<file path="config.mk">
export PLATFORM = sky130hd
export DESIGN_NAME = sat_counter32
export DESIGN_NICKNAME = d
export VERILOG_FILES = /design/src/rtl/eth10g_rx_checker_sat_counter32.sv
export SDC_FILE = /design/constraint.sdc
export NUM_CORES = 1
export LEC_CHECK = 0
export ABC_AREA = 1
export BUFFER_PORTS_ARGS = -buffer_cell sky130_fd_sc_hd__buf_2
export CAP_MARGIN = 20
export CORE_MARGIN = 2
export CORE_UTILIZATION = 51
export DETAILED_ROUTE_END_ITERATION = 10
export PLACE_DENSITY = 0.76
export SLEW_MARGIN = 20
export SYNTH_ARGS = -nofsm -noshare
export SYNTH_HDL_FRONTEND = slang
export SYNTH_SLANG_ARGS = --single-unit
</file>
<file path="constraint.sdc">
create_clock -name clk -period 1.6 [get_ports clk]
set_clock_uncertainty 0.2 [all_clocks]
set_input_delay 0.16 -clock clk [delete_from_list [all_inputs] [get_ports clk]]
set_output_delay 0.16 -clock clk [all_outputs]
set_load 0.01 [all_outputs]
</file>
<file path="src/rtl/eth10g_rx_checker_sat_counter32.sv">
// 32-bit event counter that sticks at all-ones; clear beats a same-cycle increment.
module sat_counter32 (
  input  logic        clk,
  input  logic        rst,
  input  logic        inc,
  input  logic        clear,
  output logic [31:0] count
);

  logic [31:0] count_q, count_d;

  // Next count: clear first, otherwise increment unless already saturated.
  always_comb begin
    // NOTE: every variable gets a default before any branch so no latch is inferred.
    count_d = count_q;
    if (clear) begin
      count_d = '0;
    end else if (inc && (count_q != 32'hFFFF_FFFF)) begin
      count_d = count_q + 32'd1;
    end
  end

  // Count register with synchronous active-high reset.
  always_ff @(posedge clk) begin
    // NOTE: reset is synchronous, so it is tested inside the clocked block and
    // the flop is written with non-blocking assignments only.
    if (rst) begin
      count_q <= '0;
    end else begin
      count_q <= count_d;
    end
  end

  assign count = count_q;

endmodule

</file>
==> results_tabular.tex <==
\begin{tabular}{lr}
\hline
Metric & Value \\
\hline
\multicolumn{2}{l}{\textbf{STA}} \\
Final Hold Violating Endpoints & 0 \\
Worst Tran Pin Value & approximately 0.37 ns \\
Final setup violating endpoints & 32 \\
Final worst path period share & 115.7\% \\
Achievable frequency & approximately 540 MHz \\
Final Critical Period & between 1.5 and 2 ns \\
Max-slew headroom at the worst pin & around 76\% \\
Number of pins exceeding their max-slew limit in the final report & 0 \\
Tightest hold margin & 0.1349 ns \\
Minimum setup slack in the final design & -0.2512 ns \\
Total negative slack for setup checks & -5.312 ns \\
Setup repair after global routing missed its margin & yes \\
\multicolumn{2}{l}{\textbf{Power}} \\
Sequential fraction of design power & around 53\% \\
Total power per unit cell area & roughly 450 mW/mm² \\
Total power of the final layout & roughly 1.5 mW \\
Int Power & 1.120 mW \\
Net Sw Frac & 25.98\% \\
Power spent charging and discharging nets & just under 400 µW \\
VDD IR-drop max & just over 500 µV \\
Clock share of power & between 40\% and 50\% \\
Gate power share & under 10\% \\
Static leakage power & roughly 1.4 nW \\
\multicolumn{2}{l}{\textbf{Synth}} \\
\#FFs+latches synth & 32 \\
Complex-gate fraction of the synthesized area & 7.522\% \\
Post-Synthesis Cells & around 330 \\
Area fraction of the dominant cell type after synthesis & 30.57\% \\
Most used flip-flop cell after synthesis & dfxtp\_1 \\
Leading cell types by total area after synthesis & dfxtp\_1, nand2\_1, nor2\_1 \\
Largest family of logic cells by synthesized area & simple AND/OR/NAND/NOR gates \\
Register area share after synthesis & a little under a third \\
Post-synthesis xor/xnor area fraction & less than 1\% \\
Warnings from Yosys & 0 \\
Post-synthesis net count & 330 \\
Cell type with the largest total area after synthesis & dfxtp\_1 \\
Async set-reset flop share out of synthesis & 0\% \\
Adder-cell share of the synthesized area & less than 1\% \\
Number of library cell types mapped by synthesis & 27 \\
EDFF count, synth & 0 \\
Cell area after synthesis & around 0.0021 mm² \\
Fraction of synthesized area in multiplexers & 0\% \\
Basic-gate share of the synthesized area counting and, or, nand and nor cells & a little over half \\
Mapped Avg Cell Area & about 6.4 µm² \\
\multicolumn{2}{l}{\textbf{Placed design}} \\
Sum of net half-perimeters after detailed placement & roughly 4800 µm \\
Worst slack, placed & -0.2172 ns \\
Placed insts & 459 \\
RePlAce Congestion & 0.9267 \\
Placed cell area & $\sim$0.0028 mm² \\
Total of buffers placed on input and output ports & 35 \\
\multicolumn{2}{l}{\textbf{Setup path}} \\
Critical Path Most Common Cell & nand2\_1 \\
Critical register-to-register path endpoint & count[21]\$\_SDFFE\_PP0P\_ \\
CP max FO & 6 \\
Crit path buffers/inverters & 1 \\
Worst path cell trace & nand2\_1 -> nor2\_4 -> nand2\_4 -> nor2\_4 -> buf\_12 -> nand2\_8 -> nand3b\_1 -> nand2\_1 -> nand2\_1 -> nor2\_1 \\
Element type at the critical path start & flip-flop \\
Type of destination of the critical path & flip-flop \\
Max stage delay cell, worst path & dfxtp\_1 \\
Cell type group with the largest total delay on the critical path & simple AND/OR/NAND/NOR gates \\
Critical Setup Path Class & reg2reg \\
R2R Path Start & count[10]\$\_SDFFE\_PP0P\_ \\
Arrival time of data at the critical path endpoint & about 1.8 ns \\
Required time worst endpoint & $\sim$1.6 ns \\
R2R setup slack & -0.25 ns \\
CP max stage delay & around 0.40 ns \\
Cells on worst reg2reg path & 10 \\
\multicolumn{2}{l}{\textbf{Global route}} \\
Aggregate global routing overflow & 0 \\
First-pass GRT wire length & between 10000 and 15000 µm \\
Vias in the first global route & 2281 \\
Global-route total usage across every layer & 31.30\% \\
Maximum number of pins on one net before global-route repair & 27 \\
Number of antenna violations at the first check in global routing & 0 \\
\multicolumn{2}{l}{\textbf{Cells and area}} \\
Post-route cell area & around 0.0034 mm² \\
Ant diodes & 0 \\
Utilization after layout & 84.85\% \\
Layout cell share with drive strength beyond 1 & around half \\
Max FFs per register & 32 \\
Area growth, synth to finish & 60.78\% \\
Count of non-filler cells in the finished layout & 480 \\
\# fillers & around 220 \\
Area used by multi-input combinational logic & around 0.0017 mm² \\
Final \#Nets & 434 \\
Sequential cell area & $\sim$670 µm² \\
\multicolumn{2}{l}{\textbf{Floorplan}} \\
Initial standard-cell utilization of the core & a little over half \\
Overall die height & about 68 µm \\
X dimension of the die & approximately 68 µm \\
Area of the core region & 0.003971 mm² \\
Area of the die & roughly 0.0046 mm² \\
Top-level port count & 36 \\
Row Count & 23 \\
\multicolumn{2}{l}{\textbf{Clock network}} \\
Clock tree from TritonCTS & built \\
H-tree depth & 2 \\
Post-CTS clock slew at the launch and capture registers of the worst setup and hold paths & about 0.08 ns \\
Clock Path Buffers & 2 \\
Clk sinks & 32 \\
TritonCTS Buffers & 5 \\
Clock tree root buffer cell & clkbuf\_8 \\
Clock insertion delay at the later pin of the skew report & about 0.3 ns \\
\multicolumn{2}{l}{\textbf{Flow run}} \\
Maximum capacitance violations & 0 \\
\multicolumn{2}{l}{\textbf{Routing}} \\
Average wire per standard cell & 16.56 µm \\
Post-detailed-route DRC marker count & 0 \\
Total detailed-routing wirelength & 7948 µm \\
Detailed-route via count & $\sim$2800 \\
Number of DRC markers after the initial detailed-route iteration & about 370 \\
Antenna violation net count after detailed routing & 0 \\
Average via count per standard cell & between 5 and 6 \\
Initial DRT Pass Iterations & 7 \\
\multicolumn{2}{l}{\textbf{Outcome}} \\
Violations in the final reports & negative setup slack \\
Outcome & complete, but fails checks \\
\multicolumn{2}{l}{\textbf{Min path}} \\
Hold Path Class & in2reg \\
Hold-critical path depth & 3 \\
Hold Path Sink & count[6]\$\_SDFFE\_PP0P\_ \\
Hold\_sp & inc \\
\hline
\end{tabular}
-- worst max-delay path by stage --
stage | start | end | slack (ns) | cells after the start
after CTS | count[1]$_SDFFE_PP0P_ | count[22]$_SDFFE_PP0P_ | -0.09 | 8
after detailed placement | count[1]$_SDFFE_PP0P_ | count[22]$_SDFFE_PP0P_ | -0.22 | 8
after global routing | count[10]$_SDFFE_PP0P_ | count[21]$_SDFFE_PP0P_ | -0.32 | 10
after floorplan | count[1]$_SDFFE_PP0P_ | count[15]$_SDFFE_PP0P_ | -0.02 | 9
after global placement | count[1]$_SDFFE_PP0P_ | count[22]$_SDFFE_PP0P_ | -0.21 | 8
final | count[10]$_SDFFE_PP0P_ | count[21]$_SDFFE_PP0P_ | -0.25 | 10
-- routing by layer --
metal	track usage (%)	share of wire (%)	wire length (µm)	vias to the layer above
met5	0	0	0	-
met4	10.00	4.3	341	0
met3	5.757	8.9	704	54
met2	51.70	46	3669	184
met1	41.11	41	3233	1279
li1	-	-	-	1274
-- cell usage after synthesis (2+ instances only) --
| library cell | n |
|---|---|
| a21oi_1 | 21 |
| a21oi_2 | 2 |
| a31oi_1 | 4 |
| and2_1 | 2 |
| buf_2 | 2 |
| buf_6 | 4 |
| dfxtp_1 | 32 |
| inv_1 | 24 |
| nand2_1 | 79 |
| nand2_2 | 6 |
| nand2_4 | 3 |
| nand3_1 | 31 |
| nand3_2 | 4 |
| nand3b_1 | 2 |
| nand4_1 | 14 |
| nor2_1 | 67 |
| nor2_2 | 8 |
| nor2_4 | 7 |
| nor3_1 | 4 |
| o21ai_0 | 2 |
-- power by group through the flow --
| stage | sequential (mW) | clock (mW) | combinational (mW) |
|---|---|---|---|
| 2_1_floorplan | 0.816 | 0 | 0.0421 |
| 3_3_place_gp | 0.815 | 0 | 0.0625 |
| 3_5_place_dp | 0.816 | 0 | 0.0635 |
| 4_1_cts | 0.795 | 0.626 | 0.0751 |
| 5_1_grt | 0.795 | 0.659 | 0.0912 |
| 6_report | 0.795 | 0.635 | 0.0834 |
-- layout make-up --
class,instances,share of cell area (%)
Inverter,24,2.748
Timing Repair Buffer,102,23.13
Tap cell,50,1.857
Sequential cell,32,19.87
Multi-Input combinational cell,264,49.94
Clock buffer,5,2.042
Clock inverter,3,0.4085
-- layout by cell type, fill, tap and decap left out, drive strengths merged, types with 2 or more instances in the layout --
master and count:
nand3 35, dlygate4sd3 2, buf 98, inv 24
nand2 91, nor3 4, a21oi 23, dfxtp 32
clkinv 3, o21ai 2, nor2 82, and2 2
clkbuf 7, nand4 14, a31oi 4, nand3b 3
-- what timing repair did --
item	in CTS	in global routing
pin swaps	15	13
gates cloned	3	3
resized for setup	39	28
hold buffers	2	0
buffers inserted	4	1
endpoints found under the hold margin	4	0
endpoints found under the setup margin	32	32
-- worst min-delay path, stage by stage --
cell	delay, ns
buf_2	0.20
a31oi_4	0.20
nor2_1	0.04
-- logic make-up (layout without fill, tap and decap cells) --
logic type | Yosys count | count (layout)
xor gates and xnor gates | 2 | 2
adders and majority gates | 1 | 1
buffers and inverters | 32 | 134
DFF | 32 | 32
AOI/OAI and AO/OA | 29 | 29
and+or+nand+nor | 229 | 232
Power figures use the tool's default switching activity.
